## src/rtl/sap1_pkg.sv

```systemverilog
// Shared definitions for the SAP-1 controller/sequencer.
// Contents:
//   OP_*       4-bit opcodes (upper nibble of the instruction register)
//   t_state_e  one-hot T-state encoding, bit0 = T1
//   CW_*       bit positions of each strobe inside the control word
//   ctrl_word_t  packed control word type
package sap1_pkg;

  localparam logic [3:0] OP_LDA = 4'b0000;
  localparam logic [3:0] OP_ADD = 4'b0001;
  localparam logic [3:0] OP_SUB = 4'b0010;
  localparam logic [3:0] OP_OUT = 4'b1110;
  localparam logic [3:0] OP_HLT = 4'b1111;

  typedef enum logic [5:0] {
    T1 = 6'b000001,
    T2 = 6'b000010,
    T3 = 6'b000100,
    T4 = 6'b001000,
    T5 = 6'b010000,
    T6 = 6'b100000
  } t_state_e;

  localparam int unsigned CW_PC_INC  = 11;
  localparam int unsigned CW_PC_OE   = 10;
  localparam int unsigned CW_MAR_LD  = 9;
  localparam int unsigned CW_RAM_OE  = 8;
  localparam int unsigned CW_IR_LD   = 7;
  localparam int unsigned CW_IR_OE   = 6;
  localparam int unsigned CW_A_LD    = 5;
  localparam int unsigned CW_A_OE    = 4;
  localparam int unsigned CW_B_LD    = 3;
  localparam int unsigned CW_OUT_LD  = 2;
  localparam int unsigned CW_ALU_SUB = 1;
  localparam int unsigned CW_ALU_OE  = 0;
  localparam int unsigned CW_W       = 12;

  typedef logic [CW_W-1:0] ctrl_word_t;

endpackage

```

## src/rtl/controller_sequencer_if.sv

```systemverilog
// Bundle between the SAP-1 sequencer and the datapath/front panel.
//   master : the sequencer (drives strobes, halt, ring_state; reads opcode/run/step)
//   slave  : the datapath/front panel (drives opcode/run/step; reads strobes)
interface controller_sequencer_if;
  logic [3:0] opcode;
  logic       run;
  logic       step;

  logic       pc_increment;
  logic       pc_enable_output;
  logic       mar_load;
  logic       ram_enable_output;
  logic       ir_load;
  logic       ir_enable_output;
  logic       a_load;
  logic       a_enable_output;
  logic       b_load;
  logic       out_load;
  logic       alu_subtract;
  logic       alu_enable_output;
  logic       halt;
  logic [5:0] ring_state;

  modport master (
    input  opcode, run, step,
    output pc_increment, pc_enable_output, mar_load, ram_enable_output,
           ir_load, ir_enable_output, a_load, a_enable_output, b_load,
           out_load, alu_subtract, alu_enable_output, halt, ring_state
  );

  modport slave (
    output opcode, run, step,
    input  pc_increment, pc_enable_output, mar_load, ram_enable_output,
           ir_load, ir_enable_output, a_load, a_enable_output, b_load,
           out_load, alu_subtract, alu_enable_output, halt, ring_state
  );
endinterface

```

## src/rtl/controller_sequencer_ring_counter.sv

```systemverilog
// Six-position one-hot T-state ring.
// Ports:
//   Clock   system clock, rising edge
//   Clear   synchronous active-high clear to T1
//   advance move to the next T-state on this edge
//   state   current one-hot T-state
module ring_counter
  import sap1_pkg::*;
(
  input  logic     Clock,
  input  logic     Clear,
  input  logic     advance,
  output t_state_e state
);

  // Declaration initialiser gives a defined T1 before the first Clear.
  t_state_e state_q = T1;

  always_ff @(posedge Clock) begin
    if (Clear) begin
      state_q <= T1;
    end else if (advance) begin
      case (state_q)
        T1:      state_q <= T2;
        T2:      state_q <= T3;
        T3:      state_q <= T4;
        T4:      state_q <= T5;
        T5:      state_q <= T6;
        T6:      state_q <= T1;
        default: state_q <= T1;
      endcase
    end
  end

  assign state = state_q;

endmodule

```

## src/rtl/controller_sequencer.sv

```systemverilog
// SAP-1 controller/sequencer: T-state ring plus instruction decode.
// Ports:
//   Clock  system clock, rising edge
//   Clear  synchronous active-high clear (ring -> T1, halt -> 0)
//   bus    controller_sequencer_if.master: opcode/run/step in,
//          control strobes, halt and one-hot ring_state out
// Strobes are combinational from T-state and opcode and are qualified by
// advance, so each one is visible only in the cycle that consumes it.
module controller_sequencer
  import sap1_pkg::*;
(
  input  logic                     Clock,
  input  logic                     Clear,
  controller_sequencer_if.master   bus
);

  t_state_e   state;
  logic       halt_q = 1'b0;
  logic       advance;
  logic       hlt_now;
  logic       ring_adv;
  ctrl_word_t cw;

  // step is ORed with run, so a step during free-run adds nothing.
  assign advance  = (bus.run | bus.step) & ~halt_q & ~Clear;
  // HLT freezes the ring at T4 on the edge that sets halt.
  assign hlt_now  = advance && (state == T4) && (bus.opcode == OP_HLT);
  assign ring_adv = advance & ~hlt_now;

  ring_counter u_ring (
    .Clock   (Clock),
    .Clear   (Clear),
    .advance (ring_adv),
    .state   (state)
  );

  always_ff @(posedge Clock) begin
    if (Clear) begin
      halt_q <= 1'b0;
    end else if (hlt_now) begin
      halt_q <= 1'b1;
    end
  end

  always_comb begin
    cw = '0;
    if (advance) begin
      case (state)
        T1: begin
          cw[CW_PC_OE]  = 1'b1;
          cw[CW_MAR_LD] = 1'b1;
        end
        T2: cw[CW_PC_INC] = 1'b1;
        T3: begin
          cw[CW_RAM_OE] = 1'b1;
          cw[CW_IR_LD]  = 1'b1;
        end
        T4: begin
          case (bus.opcode)
            OP_LDA, OP_ADD, OP_SUB: begin
              cw[CW_IR_OE]  = 1'b1;
              cw[CW_MAR_LD] = 1'b1;
            end
            OP_OUT: begin
              cw[CW_A_OE]   = 1'b1;
              cw[CW_OUT_LD] = 1'b1;
            end
            default: ;
          endcase
        end
        T5: begin
          case (bus.opcode)
            OP_LDA: begin
              cw[CW_RAM_OE] = 1'b1;
              cw[CW_A_LD]   = 1'b1;
            end
            OP_ADD, OP_SUB: begin
              cw[CW_RAM_OE] = 1'b1;
              cw[CW_B_LD]   = 1'b1;
            end
            default: ;
          endcase
        end
        T6: begin
          if (bus.opcode == OP_ADD || bus.opcode == OP_SUB) begin
            cw[CW_ALU_OE]  = 1'b1;
            cw[CW_A_LD]    = 1'b1;
            cw[CW_ALU_SUB] = (bus.opcode == OP_SUB);
          end
        end
        default: ;
      endcase
    end
  end

  assign bus.pc_increment      = cw[CW_PC_INC];
  assign bus.pc_enable_output  = cw[CW_PC_OE];
  assign bus.mar_load          = cw[CW_MAR_LD];
  assign bus.ram_enable_output = cw[CW_RAM_OE];
  assign bus.ir_load           = cw[CW_IR_LD];
  assign bus.ir_enable_output  = cw[CW_IR_OE];
  assign bus.a_load            = cw[CW_A_LD];
  assign bus.a_enable_output   = cw[CW_A_OE];
  assign bus.b_load            = cw[CW_B_LD];
  assign bus.out_load          = cw[CW_OUT_LD];
  assign bus.alu_subtract      = cw[CW_ALU_SUB];
  assign bus.alu_enable_output = cw[CW_ALU_OE];
  assign bus.halt              = halt_q;
  assign bus.ring_state        = state;

endmodule

```

## src/flat_wrapper.sv

```systemverilog
// flat-port wrapper written by rule: the top's interface ports become plain ports
module controller_sequencer_flat import sap1_pkg::*;
  (Clock, Clear, bus_opcode, bus_run, bus_step, bus_pc_increment, bus_pc_enable_output, bus_mar_load, bus_ram_enable_output, bus_ir_load, bus_ir_enable_output, bus_a_load, bus_a_enable_output, bus_b_load, bus_out_load, bus_alu_subtract, bus_alu_enable_output, bus_halt, bus_ring_state);
  controller_sequencer_if bus_i ();
  input  logic Clock;
  input  logic Clear;
  input wire logic [$bits(bus_i.opcode)-1:0] bus_opcode;
  input wire logic [$bits(bus_i.run)-1:0] bus_run;
  input wire logic [$bits(bus_i.step)-1:0] bus_step;
  output wire logic [$bits(bus_i.pc_increment)-1:0] bus_pc_increment;
  output wire logic [$bits(bus_i.pc_enable_output)-1:0] bus_pc_enable_output;
  output wire logic [$bits(bus_i.mar_load)-1:0] bus_mar_load;
  output wire logic [$bits(bus_i.ram_enable_output)-1:0] bus_ram_enable_output;
  output wire logic [$bits(bus_i.ir_load)-1:0] bus_ir_load;
  output wire logic [$bits(bus_i.ir_enable_output)-1:0] bus_ir_enable_output;
  output wire logic [$bits(bus_i.a_load)-1:0] bus_a_load;
  output wire logic [$bits(bus_i.a_enable_output)-1:0] bus_a_enable_output;
  output wire logic [$bits(bus_i.b_load)-1:0] bus_b_load;
  output wire logic [$bits(bus_i.out_load)-1:0] bus_out_load;
  output wire logic [$bits(bus_i.alu_subtract)-1:0] bus_alu_subtract;
  output wire logic [$bits(bus_i.alu_enable_output)-1:0] bus_alu_enable_output;
  output wire logic [$bits(bus_i.halt)-1:0] bus_halt;
  output wire logic [$bits(bus_i.ring_state)-1:0] bus_ring_state;
  assign bus_i.opcode = bus_opcode;
  assign bus_i.run = bus_run;
  assign bus_i.step = bus_step;
  assign bus_pc_increment = bus_i.pc_increment;
  assign bus_pc_enable_output = bus_i.pc_enable_output;
  assign bus_mar_load = bus_i.mar_load;
  assign bus_ram_enable_output = bus_i.ram_enable_output;
  assign bus_ir_load = bus_i.ir_load;
  assign bus_ir_enable_output = bus_i.ir_enable_output;
  assign bus_a_load = bus_i.a_load;
  assign bus_a_enable_output = bus_i.a_enable_output;
  assign bus_b_load = bus_i.b_load;
  assign bus_out_load = bus_i.out_load;
  assign bus_alu_subtract = bus_i.alu_subtract;
  assign bus_alu_enable_output = bus_i.alu_enable_output;
  assign bus_halt = bus_i.halt;
  assign bus_ring_state = bus_i.ring_state;
  controller_sequencer u_core (.Clock(Clock), .Clear(Clear), .bus(bus_i));
endmodule
```

## config.mk

```make
export PLATFORM = sky130hd
export DESIGN_NAME = controller_sequencer_flat
export DESIGN_NICKNAME = d
export VERILOG_FILES = /design/src/rtl/sap1_pkg.sv /design/src/rtl/controller_sequencer_if.sv /design/src/rtl/controller_sequencer_ring_counter.sv /design/src/rtl/controller_sequencer.sv /design/src/flat_wrapper.sv
export SDC_FILE = /design/constraint.sdc
export NUM_CORES = 1
export LEC_CHECK = 0
export BUFFER_PORTS_ARGS = -buffer_cell sky130_fd_sc_hd__buf_2
export CAP_MARGIN = 20
export CORE_MARGIN = 4
export CORE_UTILIZATION = 41
export CTS_BUF_LIST = sky130_fd_sc_hd__clkbuf_2
export DETAILED_ROUTE_END_ITERATION = 7
export PLACE_DENSITY_LB_ADDON = 0.08
export SLEW_MARGIN = 20
export SYNTH_ARGS = -nofsm -noshare
export SYNTH_HDL_FRONTEND = slang
export SYNTH_SLANG_ARGS = --single-unit
```

## constraint.sdc

```tcl
create_clock -name Clock -period 2.36 [get_ports Clock]
set_input_delay 0.708 -clock Clock [delete_from_list [all_inputs] [get_ports Clock]]
set_output_delay 0.708 -clock Clock [all_outputs]
set_load 0.05 [all_outputs]
```

==> implementation parameters, run 1 <==
Parameter                              Value

Yosys
  Synth top area share    0.257
  Post-synthesis average cell area    approximately 7.6 sq um
  Share of flip-flops with an asynchronous set or reset after synthesis    0
  Count of yosys warnings during synthesis    0
  Largest area contributor in the synthesized netlist    sky130_fd_sc_hd__dfxtp_1
  Gate count of the mapped netlist    72
  Most frequent cell after synthesis    sky130_fd_sc_hd__nand2_1
  Predominant post-synthesis flop cell    sky130_fd_sc_hd__dfxtp_1
  Number of nets produced by synthesis    80
  Most common library cells after synthesis    sky130_fd_sc_hd__nand2_1 (9), sky130_fd_sc_hd__a21oi_1 (7), sky130_fd_sc_hd__dfxtp_1 (7), sky130_fd_sc_hd__nor2_1 (7)
  Post-synth cell types    30
  Post-synthesis sequential element count    7
  Seq/Total Area, Yosys    0.257
  Post-synth design cell area    roughly 540 sq um
  Number of synthesized flops with an enable pin    0
  Leading cell types by total area after synthesis    sky130_fd_sc_hd__dfxtp_1 (26%), sky130_fd_sc_hd__a21oi_1 (6.4%), sky130_fd_sc_hd__nand2_1 (6.2%)

Clock tree
  Number of buffers created by CTS    3
  CTS Root Cell    sky130_fd_sc_hd__clkbuf_2
  Buffers from clock root to sink, at most    2
  Htree depth    1
  Count of clock tree sinks    7
  Hold_buf cts    0

Outcome
  Fail Step    global routing (5_1_grt)
  Outcome    aborted with a tool error
  Error message    [ERROR DPL-0038] Utilization greater than 100%, impossible to legalize

Floorplanning
  Initial standard-cell utilization of the core    0.465
  Die extent in x    roughly 44 microns
  Vert. Die Dim    ~44 microns
  Std cell rows    12
  Boundary Pins    27

Placed design
  Half-perimeter wire length after detailed placement    ~1500 microns
  Dpl ws    -0.209 ns
  Final weighted congestion in routability-driven placement    around 0.83
  Quantity of I/O buffers inserted on ports    26
  Area after detailed placement    roughly 940 sq um

Timing
  Worst_ep kind    primary output
  Last reported worst endpoint of the global-route repair pass    bus_ir_load

Global route
  Largest net degree at the start of global routing    10
[metrics by stage]
step / cells / hold slack [ns]
after CTS: 138 / 0.573
after global placement: 132 / 0.550
after detailed placement: 132 / 0.556
after floorplan: 72 / 0.589
[logic make-up after synthesis]
family | share of synthesized area
and+or+nand+nor | 0.409
AOI/OAI and AO/OA | 0.221
DFF | 0.257
buffers and inverters | 0.0966
xor gates and xnor gates | 0.0161
[what timing repair did]
action,4_1_cts
resized for setup,34
endpoints found under the setup margin,12
pin swaps,3
cloned,0
buffers inserted,2
==> inputs of run 2 (changes only) <==
--- a/config.mk
+++ b/config.mk
@@ -7,11 +7,10 @@
 export LEC_CHECK = 0
 export BUFFER_PORTS_ARGS = -buffer_cell sky130_fd_sc_hd__buf_2
 export CAP_MARGIN = 20
-export CORE_MARGIN = 4
-export CORE_UTILIZATION = 41
-export CTS_BUF_LIST = sky130_fd_sc_hd__clkbuf_2
+export CORE_AREA = 4 4 65 67
 export DETAILED_ROUTE_END_ITERATION = 7
-export PLACE_DENSITY_LB_ADDON = 0.08
+export DIE_AREA = 0 0 69 71
+export PLACE_DENSITY_LB_ADDON = 0.15
 export SLEW_MARGIN = 20
 export SYNTH_ARGS = -nofsm -noshare
 export SYNTH_HDL_FRONTEND = slang
==> constraint.sdc (replaced) <==
create_clock -name Clock -period 3.07 [get_ports Clock]
set_input_delay 0.921 -clock Clock [delete_from_list [all_inputs] [get_ports Clock]]
set_output_delay 0.921 -clock Clock [all_outputs]
set_load 0.05 [all_outputs]
==> implementation parameters, run 2 <==
Parameter                              Value

Outcome
  Outcome    finished, final reports clean

Finish
  Most frequent standard cell in the layout excluding fill and tap cells    sky130_fd_sc_hd__buf_2
  Commonest non-fill, non-tap cells in the layout    sky130_fd_sc_hd__buf_2 (22), sky130_fd_sc_hd__buf_4 (10), sky130_fd_sc_hd__nand2_1 (9)
  Ratio of cells with drive above 1 in the final layout    0.467
  Final Non-Filler Cells    roughly 160
  Layout filler cell count    approximately 440
  Number of flip-flops in the largest register    6
  Relative area change from synthesis to final layout    60.0%
  Net count reported at finish    between 100 and 150
  Number of antenna repair diodes    0

Yosys
  Post-synth design cell area    544 sq um (unchanged)
  Post-synthesis average cell area    7.56 sq um (unchanged)
  Number of nets produced by synthesis    80 (unchanged)
  Gate count of the mapped netlist    72 (unchanged)
  Seq/Total Area, Yosys    0.257 (unchanged)
  Share of flip-flops with an asynchronous set or reset after synthesis    0 (unchanged)
  Post-synthesis sequential element count    7 (unchanged)
  Leading cell types by total area after synthesis    sky130_fd_sc_hd__dfxtp_1 (26%), sky130_fd_sc_hd__a21oi_1 (6.4%), sky130_fd_sc_hd__nand2_1 (6.2%)
  Post-synth cell types    30 (unchanged)
  Number of synthesized flops with an enable pin    0 (unchanged)
  Most frequent cell after synthesis    sky130_fd_sc_hd__nand2_1
  Predominant post-synthesis flop cell    sky130_fd_sc_hd__dfxtp_1
  Synth top area share    0.257 (unchanged)
  Most common library cells after synthesis    sky130_fd_sc_hd__nand2_1 (9), sky130_fd_sc_hd__a21oi_1 (7), sky130_fd_sc_hd__dfxtp_1 (7), sky130_fd_sc_hd__nor2_1 (7)
  Largest area contributor in the synthesized netlist    sky130_fd_sc_hd__dfxtp_1
  Count of yosys warnings during synthesis    0 (unchanged)

Floorplanning
  Area of the core    approximately 3600 sq um
  Std cell rows    22 (+10)
  Area of the die    4900 sq um
  Initial standard-cell utilization of the core    0.150 (-0.315)
  Boundary Pins    27 (unchanged)
  Die extent in x    69 microns (+55%)
  Vert. Die Dim    71 microns (+60%)

Worst setup path
  Start of the worst register-to-register path    u_core.u_ring.state[5]$_SDFFE_PP0P_
  Worst reg-to-reg path cell count    5
  Startpoint types    flop
  Start point of the critical path    u_core.u_ring.state[5]$_SDFFE_PP0P_
  Worst r2r dst    u_core.u_ring.state[0]$_SDFFE_PP1P_
  Arrival time reported for the critical path endpoint    approximately 2.0 ns
  Critical Path RT    between 2 and 2.5 ns
  CP endpoint kind    output pin
  Largest driver fanout on the critical path    7
  Critical path endpoint    bus_ir_load
  Slack of the worst reg-to-reg path    ~1.3 ns
  Crit path kind    flop to output pin

Timing
  Clock Skew    roughly 0.0026 ns
  Final slew viol count    0
  Final hold slack    approximately 0.51 ns
  Highest clock frequency the design can meet    ~340 MHz
  Total count of hold-check failures in the final report    0
  Setup TNS Final    0 ns
  Number of setup violations in the final report    0
  Setup repair after global routing missed its margin    false
  Worst Max-Slew Pin Slew    between 0.3 and 0.4 ns
  Crit share post-route    0.959
  Worst slew margin relative to its limit    0.750
  Crit path time final    2.94 ns

Routing
  Vias per cell    slightly above 4
  Residual DRC count    0
  Wirelength per Cell    around 12 microns
  Antenna-violating nets left    0
  Total Routed Length    approximately 1800 microns
  Number of search-and-repair iterations in the first detailed-routing pass    4
  Via total after detailed routing    between 600 and 700
  Iteration-0 DRC Markers    14

Global route
  Number of global-route vias before repair    ~660
  Total grt overflow    0
  Initial antenna violation count    0
  Global router's overall resource usage    0.0801
  Largest net degree at the start of global routing    10
  Global-route wire length before repair    3140 microns

Clock tree
  Post-CTS clock slew at the launch and capture registers of the worst setup and hold paths    0.04 ns
  Buffers from clock root to sink, at most    2 (unchanged)
  TritonCTS clock tree    built
  Htree depth    1 (unchanged)
  Number of buffers created by CTS    3 (unchanged)
  Count of clock tree sinks    7 (unchanged)
  CTS Root Cell    sky130_fd_sc_hd__clkbuf_8
  Clk Latency, worst-skew pair    approximately 0.23 ns

Placed design
  Quantity of I/O buffers inserted on ports    26 (unchanged)
  Number of cells after detailed placement    151 (+14%)
  Half-perimeter wire length after detailed placement    1530 microns (+3.0%)
  Final weighted congestion in routability-driven placement    0.680 (-18%)

Power and ir drop
  Total power consumption of the routed design    around 0.31 mW
  IR drop worst, VDD    about 0.22 mV
  Power density cells    361 nW/um^2
  Leakage power    between 0.3 and 0.4 nW

Hold path
  Path category of the worst min-delay check    flop to flop

Run
  Max-cap violations    0
## run 2: cell counts after synthesis
No cell type changed its count.
## run 2: logic make-up after synthesis
kind of cell / Yosys count / synth area share
and+or+nand+nor: 39 / 0.409
xor gates and xnor gates: 1 / 0.0161
AOI/OAI and AO/OA: 18 / 0.221
DFF: 7 / 0.257
buffers and inverters: 7 / 0.0966
## run 2: power breakdown
group	internal (mW)	switching, mW	total (mW)
Combinational	0.0305	0.0558	0.0862
Sequential	0.0950	0.00411	0.0991
Clock	0.0898	0.0389	0.129
Total	0.215	0.0988	0.314
## run 2: through the flow
stage               instance area [sq um]   util  setup WS (ns)
finish                                871  0.240          0.127
global route                          871  0.240         0.0305
CTS                                   847  0.233         0.0137
detailed placement                    795  0.219        -0.0411
global placement                      795  0.219        -0.0262
floorplan                             578      -         -0.255
## run 2: worst min-delay path by stage
stage,startpoint,to,slack [ns],depth (start not counted)
3_3_place_gp,u_core.bus.halt$_SDFFE_PP0P_,u_core.bus.halt$_SDFFE_PP0P_,0.48,2
5_1_grt,u_core.bus.halt$_SDFFE_PP0P_,u_core.bus.halt$_SDFFE_PP0P_,0.58,2
4_1_cts,u_core.bus.halt$_SDFFE_PP0P_,u_core.bus.halt$_SDFFE_PP0P_,0.50,2
3_5_place_dp,u_core.bus.halt$_SDFFE_PP0P_,u_core.bus.halt$_SDFFE_PP0P_,0.49,2
6_report,u_core.bus.halt$_SDFFE_PP0P_,u_core.bus.halt$_SDFFE_PP0P_,0.51,2
2_1_floorplan,u_core.u_ring.state[5]$_SDFFE_PP0P_,u_core.u_ring.state[5]$_SDFFE_PP0P_,0.71,2
## run 2: repair_timing
item / in CTS / in global routing
resized for setup: 3 / 8
endpoints found under the setup margin: 3 / 5
setup buffers: 0 / 0
hold buffers: 0 / 0
## run 2: critical path, stage by stage, from the launching register on
cell	delay [ns]
sky130_fd_sc_hd__dfxtp_1	0.36
sky130_fd_sc_hd__or4_4	0.50
sky130_fd_sc_hd__or3b_1	0.38
sky130_fd_sc_hd__or2_1	0.24
sky130_fd_sc_hd__inv_1	0.05
sky130_fd_sc_hd__buf_2	0.25
## run 2: cell type report
type	instances	area, sq um	area share
clock buffer	4	45.0	0.0517
tap	48	60.1	0.0690
multi-input combinational	58	399	0.458
timing repair buffer	35	215	0.247
sequential	7	140	0.161
inverter	3	11.3	0.0129
## run 2: per-layer routing
layer  wire (microns)  share of wire  global-route usage  vias to the layer above
li1                 -              -                   -                      330
met1              868           0.47               0.102                      283
met2              823           0.45               0.123                       19
met3              110          0.060              0.0156                        2
met4               27          0.015              0.0521                        0
met5                0              0                   0                        -
(Power assumes the default switching activity.)
==> inputs of run 3 (changes only) <==
--- a/config.mk
+++ b/config.mk
@@ -11,6 +11,7 @@
 export DETAILED_ROUTE_END_ITERATION = 7
 export DIE_AREA = 0 0 69 71
 export PLACE_DENSITY_LB_ADDON = 0.15
+export REMOVE_ABC_BUFFERS = 1
 export SLEW_MARGIN = 20
 export SYNTH_ARGS = -nofsm -noshare
 export SYNTH_HDL_FRONTEND = slang
==> implementation parameters, run 3 (synthesis results as in run 2) <==
Parameter                              Value

Timing
  Crit path time final    2.97 ns (+0.0258 ns)
  Clock Skew    0.000970 ns (-0.00158 ns)
  Worst Max-Slew Pin Slew    0.473 ns (+0.100 ns)
  Worst slew margin relative to its limit    0.682 (-0.0683)
  Number of setup violations in the final report    0 (unchanged)
  Highest clock frequency the design can meet    337 MHz (-0.87%)
  Total count of hold-check failures in the final report    0 (unchanged)
  Final worst slack    0.101 ns (-0.0258 ns)
  Setup repair after global routing missed its margin    false
  Crit share post-route    0.967 (+0.00840)
  Final slew viol count    0 (unchanged)

Clock tree
  Buffers from clock root to sink, at most    2 (unchanged)
  Number of buffers created by CTS    3 (unchanged)
  Htree depth    1 (unchanged)
  Count of clock tree sinks    7 (unchanged)
  TritonCTS clock tree    built
  CTS Root Cell    sky130_fd_sc_hd__clkbuf_8
  Post-CTS clock slew at the launch and capture registers of the worst setup and hold paths    0.04 ns (about the same)
  Hold_buf cts    0 (unchanged)
  Clk Latency, worst-skew pair    0.22 ns (about the same)

Hold path
  Path category of the worst min-delay check    flop to flop

Finish
  Final Cell Area    816 sq um (-6.3%)
  Layout filler cell count    430 (-2.1%)
  Ratio of cells with drive above 1 in the final layout    0.411 (-0.0561)
  End-of-flow core utilization    0.225 (-0.0152)
  Number of flip-flops in the largest register    6 (unchanged)
  Number of antenna repair diodes    0 (unchanged)
  Relative area change from synthesis to final layout    49.9%
  Final Non-Filler Cells    155 (unchanged)
  Commonest non-fill, non-tap cells in the layout    sky130_fd_sc_hd__buf_2 (24), sky130_fd_sc_hd__buf_4 (10), sky130_fd_sc_hd__nand2_1 (9)
  Net count reported at finish    116 (unchanged)
  Most frequent standard cell in the layout excluding fill and tap cells    sky130_fd_sc_hd__buf_2

Placed design
  Number of cells after detailed placement    151 (unchanged)
  Dpl ws    -0.0409 ns (+0.000255 ns)
  Area after detailed placement    761 sq um (-4.3%)
  Half-perimeter wire length after detailed placement    1610 microns (+5.1%)
  Quantity of I/O buffers inserted on ports    26 (unchanged)
  Final weighted congestion in routability-driven placement    0.687 (+1.0%)

Worst setup path
  Startpoint types    primary input
  Critical Path RT    2.15 ns (about the same)
  Crit path kind    primary input to output pin
  CP endpoint kind    output pin
  Largest driver fanout on the critical path    11 (+4)
  Arrival time reported for the critical path endpoint    2.05 ns (+0.03 ns)

Routing
  Vias per cell    4.20 (+2.7%)
  Total Routed Length    1930 microns (+5.7%)
  Residual DRC count    0 (unchanged)
  Antenna-violating nets left    0 (unchanged)
  Iteration-0 DRC Markers    19 (+5)
  Wirelength per Cell    12.5 microns (+5.7%)
  Number of search-and-repair iterations in the first detailed-routing pass    6 (+2)
  Via total after detailed routing    651 (+2.7%)

Floorplanning
  Vert. Die Dim    71 microns (unchanged)
  Initial standard-cell utilization of the core    0.150 (unchanged)
  Boundary Pins    27 (unchanged)
  Die extent in x    69 microns (unchanged)
  Std cell rows    22 (unchanged)
  Area of the die    4900 sq um (unchanged)
  Area of the core    3630 sq um (unchanged)

Global route
  Initial antenna violation count    0 (unchanged)
  Total grt overflow    0 (unchanged)
  Global router's overall resource usage    0.0786 (-0.00143)
  Number of global-route vias before repair    667 (+0.91%)
  Global-route wire length before repair    3110 microns (-0.89%)
  Largest net degree at the start of global routing    12 (+2)

Power and ir drop
  IR drop worst, VDD    0.317 mV (+41%)
  Leakage power    0.367 nW (-6.1%)
  Power density cells    379 nW/um^2 (+5.2%)

Outcome
  Outcome    finished, final reports clean

Run
  Max-cap violations    0 (unchanged)
run 3: timing repair:
item	CTS	global route
setup buffers	0	0
gates resized for setup	1	3
setup endpoints to repair	1	4
gates cloned	0	0
run 3: cell type report:
class                   count  area [sq um]  area share
well taps                  48          60.1      0.0736
flip-flops and latches      7           140       0.172
repair buffers             35           203       0.248
multi-input cells          58           357       0.437
clock buffers               4          45.0      0.0552
inverters                   3          11.3      0.0138
run 3: worst paths after layout:
path,endpoint,slack [ns],cells past startpoint,startpoint
max,bus_pc_enable_output,0.10,7,Clear
min,u_core.bus.halt$_SDFFE_PP0P_,0.52,2,u_core.bus.halt$_SDFFE_PP0P_
max reg2reg,u_core.u_ring.state[0]$_SDFFE_PP1P_,1.27,5,u_core.u_ring.state[5]$_SDFFE_PP0P_
min reg2reg,u_core.bus.halt$_SDFFE_PP0P_,0.52,2,u_core.bus.halt$_SDFFE_PP0P_
run 3: power by group:
part	leakage, nW	internal [mW]	switching, mW
Combinational	0.287	0.0311	0.0546
Clock	0.0228	0.0894	0.0352
Sequential	0.0570	0.0951	0.00423
Total	0.367	0.216	0.0940
run 3: metrics by stage:
stage          power (mW)  TNS, ns  hold WS (ns)
6_report            0.310        0         0.516
5_1_grt             0.327        0         0.580
3_3_place_gp        0.186        0         0.539
4_1_cts             0.314        0         0.533
3_5_place_dp        0.186  -0.0409         0.524
2_1_floorplan       0.154    -4.77         0.723
run 3: worst max-delay path: stages:
cell and delay (ns):
sky130_fd_sc_hd__buf_2 0.11, sky130_fd_sc_hd__nor2_1 0.12, sky130_fd_sc_hd__o21ai_1 0.12, sky130_fd_sc_hd__buf_4 0.19
sky130_fd_sc_hd__or2_2 0.31, sky130_fd_sc_hd__inv_1 0.06, sky130_fd_sc_hd__clkbuf_4 0.22
run 3: routing by layer:
metal	vias up	GRT usage	wire, microns
li1	333	-	-
met1	299	0.0986	844
met2	19	0.137	977
met3	0	0.0298	112
met4	0	0	0
met5	-	0	0
